### src/rtl/io_input_ctrl.sv
// Prefetching byte-input controller: single-outstanding source reads into a FIFO,
// round-robin grants to loader (0) and CPU (1). Optional macro: IO_IN_EOF_MARK_EN.
`ifndef WORD_SIZE
`define WORD_SIZE 16
`endif

module io_input_ctrl #(
  parameter int DEPTH = 4
) (
  input  logic                  clk,
  input  logic                  areset,
  output logic                  src_read,
  input  logic [7:0]            src_data,
  input  logic                  src_eof,
  input  logic                  req0,
  input  logic                  req1,
  output logic                  ack0,
  output logic                  ack1,
  output logic [`WORD_SIZE-1:0] out_data,
  output logic                  out_eof
);

  localparam int PTR_W = (DEPTH > 1) ? $clog2(DEPTH) : 1;
  localparam int CNT_W = PTR_W + 1;

  typedef enum logic [1:0] {FILL = 2'd0, CAPTURE = 2'd1, DONE = 2'd2} state_t;

  state_t                  state_q, state_d;
  logic                    src_read_q, src_read_d;
  logic [7:0]              mem_q [DEPTH];
  logic [PTR_W-1:0]        wr_ptr_q, wr_ptr_d, rd_ptr_q, rd_ptr_d;
  logic [CNT_W-1:0]        count_q, count_d;
  logic                    eof_seen_q, eof_seen_d;
  logic                    last_q, last_d;
  logic                    ack0_q, ack1_q;
  logic [`WORD_SIZE-1:0]   out_data_q, out_data_d;
  logic                    out_eof_q, out_eof_d;

  logic                    push_s, pop_s, elig_s, gnt0_s, gnt1_s;
  logic [`WORD_SIZE-1:0]   word_s;

  // FSM state register
  always_ff @(posedge clk) begin
    if (!areset) begin
      state_q <= FILL;
    end else begin
      state_q <= state_d;
    end
  end

  // FSM next state: leave FILL only once a read pulse has actually been issued
  always_comb begin
    state_d = state_q;
    case (state_q)
      FILL:    if (src_read_q) state_d = CAPTURE; else state_d = FILL;
      CAPTURE: if (src_eof) state_d = DONE; else state_d = FILL;
      DONE:    state_d = DONE;
      default: state_d = FILL;
    endcase
  end

  // FSM output: read is issued one cycle ahead so src_read itself is a flop
  always_comb begin
    if ((state_d == FILL) && (count_d < CNT_W'(DEPTH))) begin
      src_read_d = 1'b1;
    end else begin
      src_read_d = 1'b0;
    end
  end

  // FIFO bookkeeping, arbitration and output word selection
  always_comb begin
    push_s = (state_q == CAPTURE) && !src_eof;
`ifdef IO_IN_EOF_MARK_EN
    elig_s = (count_q != '0) || out_eof_q;
`else
    elig_s = (count_q != '0);
`endif
    gnt0_s = req0 && elig_s && (!req1 || last_q);
    gnt1_s = req1 && elig_s && (!req0 || !last_q);
    pop_s  = (gnt0_s || gnt1_s) && (count_q != '0);

    case ({push_s, pop_s})
      2'b10:   count_d = count_q + CNT_W'(1);
      2'b01:   count_d = count_q - CNT_W'(1);
      default: count_d = count_q;
    endcase
    wr_ptr_d   = push_s ? (wr_ptr_q + PTR_W'(1)) : wr_ptr_q;
    rd_ptr_d   = pop_s  ? (rd_ptr_q + PTR_W'(1)) : rd_ptr_q;
    eof_seen_d = eof_seen_q || ((state_q == CAPTURE) && src_eof);

    if (gnt0_s) begin
      last_d = 1'b0;
    end else if (gnt1_s) begin
      last_d = 1'b1;
    end else begin
      last_d = last_q;
    end

`ifdef IO_IN_EOF_MARK_EN
    word_s = (count_q == '0) ? {`WORD_SIZE{1'b1}} : `WORD_SIZE'(mem_q[rd_ptr_q]);
`else
    word_s = `WORD_SIZE'(mem_q[rd_ptr_q]);
`endif
    out_data_d = (gnt0_s || gnt1_s) ? word_s : out_data_q;
    out_eof_d  = eof_seen_d && (count_d == '0);
  end

  // FIFO storage; contents need no reset because count gates every read
  always_ff @(posedge clk) begin
    if (push_s) begin
      mem_q[wr_ptr_q] <= src_data;
    end
  end

  // Control and output registers
  always_ff @(posedge clk) begin
    if (!areset) begin
      src_read_q <= 1'b0;
      wr_ptr_q   <= '0;
      rd_ptr_q   <= '0;
      count_q    <= '0;
      eof_seen_q <= 1'b0;
      last_q     <= 1'b1;
      ack0_q     <= 1'b0;
      ack1_q     <= 1'b0;
      out_data_q <= '0;
      out_eof_q  <= 1'b0;
    end else begin
      src_read_q <= src_read_d;
      wr_ptr_q   <= wr_ptr_d;
      rd_ptr_q   <= rd_ptr_d;
      count_q    <= count_d;
      eof_seen_q <= eof_seen_d;
      last_q     <= last_d;
      ack0_q     <= gnt0_s;
      ack1_q     <= gnt1_s;
      out_data_q <= out_data_d;
      out_eof_q  <= out_eof_d;
    end
  end

  assign src_read = src_read_q;
  assign ack0     = ack0_q;
  assign ack1     = ack1_q;
  assign out_data = out_data_q;
  assign out_eof  = out_eof_q;

endmodule

### config.mk
export PLATFORM = sky130hd
export DESIGN_NAME = io_input_ctrl
export DESIGN_NICKNAME = d
export VERILOG_FILES = /design/src/rtl/io_input_ctrl.sv
export SDC_FILE = /design/constraint.sdc
export NUM_CORES = 1
export LEC_CHECK = 0
export BUFFER_PORTS_ARGS = -buffer_cell sky130_fd_sc_hd__buf_4
export CORE_ASPECT_RATIO = 1.2
export CORE_UTILIZATION = 60
export DETAILED_ROUTE_END_ITERATION = 12
export PLACE_DENSITY = 0.83
export SLEW_MARGIN = 25
export SYNTH_ARGS = -nofsm -noshare
export SYNTH_HDL_FRONTEND = slang
export SYNTH_SLANG_ARGS = --single-unit
export TNS_END_PERCENT = 5
### constraint.sdc
create_clock -name clk -period 4.3 [get_ports clk]
set_input_delay 0.43 -clock clk [delete_from_list [all_inputs] [get_ports clk]]
set_output_delay 0.43 -clock clk [all_outputs]
set_load 0.005 [all_outputs]
After elaboration in Yosys (flattened, before gate mapping)
Memory sizes are Yosys's and may differ from the RTL's. A register that Yosys moved wholly into a read port is not among the register bits.
Index checks and enable logic that the tools add are counted.
- add/subtract/negate cells: 4
- magnitude comparators: 1
- eq/ne operators: 4
- mux-type cells: 9
- reductions and logical operators: 23
- operator list (operator ; number):
    logical AND 1 bit ; 9
    two-way mux 1 bit ; 6
    one-hot mux 2 bit (3 select lines) ; 1
    one-hot mux 3 bit (2 select lines) ; 1
    logical NOT 1 bit ; 5
    adder 2 x 1 -> 2 bit (second input constant) ; 2
    equality test 2 x 1 -> 1 bit (second input constant) ; 2
    equality test 2 bit (second input constant) ; 2
    logical NOT 2 bit ; 2
    logical OR 1 bit ; 4
    adder 3 x 1 -> 3 bit (second input constant) ; 1
    logical NOT 3 bit ; 1
    less-than comparator 3 bit (second input constant) ; 1
    nonzero test 3 bit ; 1
    subtractor 3 x 1 -> 3 bit (second input constant) ; 1
    two-way mux 2 bit ; 1
    nonzero test 2 bit ; 1
- flip-flop bits (word level): 15
- RAM bits: 32
- input port bits: 13
- output and inout port bits: 20
- word-level logic and storage cells: 52
- memories kept: 1
- memory list (name ; words ; width ; rd ports ; clocked after Yosys merged registers in ; write ports ; line ; source):
    mem_q ; 4 ; 8 ; 1 ; 1 ; 1 ; 30 ; logic [7:0] mem_q [DEPTH];

Depth between registers and ports, before layout
- word-level depth: 10
- gate-level depth with buffers: 8
- depth with buffers taken out: 8

Worst setup path before layout
OpenSTA, ideal clock, no wires.
- path type: input port to flip-flop
- from: input port req0
- to: register out_eof_q, in the netlist out_eof
- setup time: 96 ps
- arrival time: 1971 ps
- data required time: 4204 ps
- slack: 2234 ps
- cell stages on the path: 8
- cell sequence: o32a_1 -> buf_2 -> ha_1 -> inv_1 -> fa_1 -> xor2_1 -> o21a_1 -> nor4b_1
- cells in the longest elaborated chain, start to end: 9
- elaborated cells between the ends (all ways): 12
- RTL lines (element ; line ; source):
    start: declaration ; 15 ; input logic req0,
    logical NOT 1 bit ; 80 ; gnt1_s = req1 && elig_s && (!req0 || !last_q);
    logical OR 1 bit ; 80 ;
    logical AND 1 bit ; 80 ;
    logical OR 1 bit * ; 81 ; pop_s = (gnt0_s || gnt1_s) && (count_q != '0);
    logical AND 1 bit * ; 81 ;
    net pop_s ; 39 ; logic push_s, pop_s, elig_s, gnt0_s, gnt1_s;
    equality test 2 x 1 -> 1 bit or equality test 2 bit (tied branches) ; 83 ; case ({push_s, pop_s})
    one-hot mux 3 bit (2 select lines) * ; 83 ;
    logical NOT 3 bit * ; 106 ; out_eof_d = eof_seen_d && (count_d == '0);
    logical AND 1 bit * ; 106 ;
    end signal: assignment ; 139 ; out_eof_q <= out_eof_d;
    end: declaration ; 37 ; logic out_eof_q, out_eof_d;
Mark *: on every way through the listed nets, which the timed path passes. The rest lies on a longest branch.
A chain may end at the register's enable or synchronous reset.

Worst setup path in the final report
- from: register count_q[0]
- to: register src_read_q, in the netlist src_read
- cells in the longest elaborated chain, start to end: 10
- elaborated cells between the ends (all ways): 15
- RTL lines (element ; line ; source):
    start: declaration ; 32 ; logic [CNT_W-1:0] count_q, count_d;
    start signal: assignment ; 133 ; count_q <= count_d;
    nonzero test 3 bit ; 77, 81 ;
    logical AND 1 bit, on equally long branches (2 in series) ; 79, 80 ;
    logical OR 1 bit ; 81 ;
    logical AND 1 bit ; 81 ;
    equality test 2 x 1 -> 1 bit or equality test 2 bit (tied branches) ; 83 ;
    one-hot mux 3 bit (2 select lines) * ; 83 ;
    less-than comparator 3 bit * ; 64 ; if ((state_d == FILL) && (count_d < CNT_W'(DEPTH))) begin
    logical AND 1 bit * ; 64 ;
    two-way mux 1 bit * ; 64 ;
    end signal: assignment ; 130 ; src_read_q <= src_read_d;
    end: declaration ; 29 ; logic src_read_q, src_read_d;
Every way passes the cells marked *; elsewhere a longest branch is shown, timed or not.

==> results.yml <==
run_status:
  run_status: "complete, but fails checks"
  failing_checks: "DRC"
cells_and_area:
  antenna_cells_inserted: 0
  stdcell_count: 218
  seq_area_mm2: 0.00142
  multi_input_comb_area_um2: 734
  flow.area_growth_from_synthesis_pct: 11.6
  fill_cells: 252
  nNetsFinal: 197
  final_cell_area_mm2: 0.00252
  fraction_of_layout_cells_with_a_size_suffix_above_1_pct: 19.0
global_route:
  antenna_found_initial: 0
  globalRouteTotalUtil_pct: 19.7
  grt_first_pass_wirelength_um: 5730
  grt_remaining_overflow: 0
  first_global_vias: 1238
  grt_max_degree: 24
clocking:
  tritoncts: "yes"
  ctsResizeCount: 0
  number_of_buffers_between_clock_root_and_the_deepest_sink: 2
  clock_sink_count: 55
  insertion_delay_to_the_later_sink_of_the_worst_skew_pair_ns: 0.31
  ctsRootBufferMaster: "sky130_fd_sc_hd__clkbuf_8"
  clkTransAtPathRegs_ns: 0.09
  postCtsSetupBuffers: 0
  cts-buffers-inserted: 5
  ctsHoldBuffers: 0
  htree_levels: 2
route:
  wl_per_cell_um: 15.9
  route.vias.total: 1222
  totalWireLength_um: 3470
  dr.pass1.iters: 8
  drt_iter0_markers: 44
  vias_per_cell: 5.61
  drt_drc_violations_left: 3
  drt.antenna.violating_nets: 0
timing:
  fmaxAchievable_mhz: 421
  slew_viol_final: 0
  worst_pin_slew_ns: 0.519
  report.final.hold_viol_count: 0
  finalSetupViolations: 0
  max-slew-margin-rel_pct: 65.3
  worst_slack_ns: 1.93
  finalWorstPathRequiredPeriod_ns: 2.37
  timing.clock.skew_ns: 0.00394
  hold_ws_ns: 0.316
  period_share_pct: 55.2
  rsz_0062_raised_after_global_routing: "false"
  setup_tns_ns: 0
placement:
  detailedPlacementHpwl_um: 2460
  post-place-ws_ns: 1.84
  cell_area_after_placement_mm2: 0.00241
  placement.io_buffers: 24
  placed_cells: 210
  gp_routability_congestion: 0.686
synth:
  async_reset_ff_share_pct: 0
  netlist-cell-type-count: 36
  synth_area_leader_cell: "sky130_fd_sc_hd__edfxtp_1"
  post_synth_instance_area_mm2: 0.00226
  synthCells: 154
  synth.top_cells.by_area: "sky130_fd_sc_hd__edfxtp_1 43%, sky130_fd_sc_hd__dfxtp_1 20%, sky130_fd_sc_hd__mux4_1 8.1%"
  postSynthRegisterBits: 55
  synthTopCellsByCount: "32 x sky130_fd_sc_hd__edfxtp_1, 23 x sky130_fd_sc_hd__dfxtp_1, 11 x sky130_fd_sc_hd__nand2_1"
  synth_top_cell_area_share_pct: 42.5
  synth_most_common_cell: "sky130_fd_sc_hd__edfxtp_1"
  postSynthAreaPerCell_um2: 14.7
  yosys_warnings: 0
  synth-edff-count: 32
  ys_seq_area_share_pct: 62.9
  dominantRegCellSynth: "sky130_fd_sc_hd__edfxtp_1"
critical_path:
  arrival_time_at_the_worst_endpoint_ns: 2.58
  critical_path_required_ns: 4.51
  timing.setup.critical_path_class: "reg -> reg"
  timing.critical_path.to_type: "flop"
  cp_buf_inv_count: 1
  critical_path.slowest_cell: "sky130_fd_sc_hd__o32a_1"
  cp_cell_instances: "o32a_1, ha_1, inv_1, fa_1, xor2_1, o21a_1, nor4b_1"
  reg2regPathDepth: 7
  critical_path_depth: 7
  crit_path_max_incr_delay_ns: 0.47
  max_fanout_on_critical_path: 13
  crit_family: "compound AO/OA/AOI/OAI gates"
  cp_startpoint_kind: "flop"
min_path:
  worstHoldPathCells: 1
  hold_path_class: "in -> reg"
floorplanning:
  io_pins: 33
  floorplan.die.height_um: 69.2
  die_wd_um: 58.0
  floorplan.rows: 24
  die_area_mm2: 0.00401
  core_region_area_mm2: 0.00360
  floorplan.initialDensity_pct: 62.7
power_and_ir_drop:
  power.ir.vdd_worst_mv: 0.283
  total_leakage_power_nw: 0.934
  p_per_area_mw_per_mm2: 542
job:
  max-cap-violations: 0
==> cells in the final DEF, fill, tap and decap left out, types with 2 or more instances in the layout <==
| master | instances |
|---|---|
| sky130_fd_sc_hd__and3b_1 | 2 |
| sky130_fd_sc_hd__buf_4 | 24 |
| sky130_fd_sc_hd__nor2b_1 | 2 |
| sky130_fd_sc_hd__ha_1 | 5 |
| sky130_fd_sc_hd__and2_1 | 8 |
| sky130_fd_sc_hd__dfxtp_1 | 23 |
| sky130_fd_sc_hd__xnor2_1 | 2 |
| sky130_fd_sc_hd__conb_1 | 8 |
| sky130_fd_sc_hd__a21oi_1 | 3 |
| sky130_fd_sc_hd__nor3_1 | 3 |
| sky130_fd_sc_hd__o2bb2ai_1 | 8 |
| sky130_fd_sc_hd__edfxtp_1 | 32 |
| sky130_fd_sc_hd__clkbuf_8 | 5 |
| sky130_fd_sc_hd__inv_1 | 8 |
| sky130_fd_sc_hd__nand2_1 | 11 |
| sky130_fd_sc_hd__mux4_1 | 7 |
| sky130_fd_sc_hd__nor2_1 | 2 |
| sky130_fd_sc_hd__o21a_1 | 4 |
| sky130_fd_sc_hd__o21ai_0 | 4 |
| sky130_fd_sc_hd__nor4b_1 | 2 |
==> power by group <==
group | total [mW] | leakage, nW | internal (mW) | switching [mW]
Sequential | 0.695 | 0.476 | 0.628 | 0.0667
Combinational | 0.360 | 0.407 | 0.195 | 0.164
Clock | 0.311 | 0.0496 | 0.150 | 0.161
Total | 1.37 | 0.934 | 0.974 | 0.392
==> metal layers <==
metal  GRT usage, %  wire length [um]  part of all wire [%]
met5              0                 0                     0
met4           7.94                59                   1.7
met3           5.04               128                   3.7
met2           33.1              1830                    53
met1           23.8              1440                    42
==> stage by stage <==
step	utilization [%]	power, mW
after floorplan	-	0.967
after global placement	67.0	1.05
after detailed placement	67.0	1.07
after CTS	69.9	1.38
after global routing	69.9	1.44
final	69.9	1.37
==> state kept, by name, summed over array words and instances, names as in the netlist <==
name,cells
ack0,1
ack1,1
count_q,3
eof_seen_q,1
last_q,1
mem_q,32
out_data,8
out_eof,1
rd_ptr_q,2
src_read,1
state_q,2
wr_ptr_q,2
==> path summary, 6_finish.rpt <==
kind | from | end | slack, ns
setup / recovery | count_q[0] | src_read | 1.93
setup reg to reg | count_q[0] | src_read | 1.93
hold / removal | src_data[4] | mem_q[0][4] | 0.32
hold reg to reg | out_data[6] | out_data[6] | 0.46
==> cells by family after synthesis <==
kind of cell               count (synthesis)  synth area share [%]
buffers and inverters                     22                  5.71
other                                      1                 0.166
AOI/OAI and AO/OA                         22                  7.04
DFF                                       55                  62.9
muxes                                      9                  9.58
and+or+nand+nor                           36                  9.75
adders and majority gates                  6                  3.66
xor gates and xnor gates                   3                  1.16
==> layout make-up <==
type / instances / share of cell area [%]
Timing Repair Buffer: 24 / 7.15
Multi-Input combinational cell: 84 / 29.1
Clock buffer: 7 / 3.87
Clock inverter: 1 / 0.298
Sequential cell: 55 / 56.4
Tap cell: 39 / 1.94
Inverter: 8 / 1.19
==> worst reg2reg max path: stages, from the launching register on <==
cell and delay, ns:
sky130_fd_sc_hd__dfxtp_1 0.42, sky130_fd_sc_hd__o32a_1 0.47, sky130_fd_sc_hd__ha_1 0.27, sky130_fd_sc_hd__inv_1 0.06, sky130_fd_sc_hd__fa_1 0.37, sky130_fd_sc_hd__xor2_1 0.17, sky130_fd_sc_hd__o21a_1 0.21, sky130_fd_sc_hd__nor4b_1 0.31
Power figures use the tool's default switching activity.
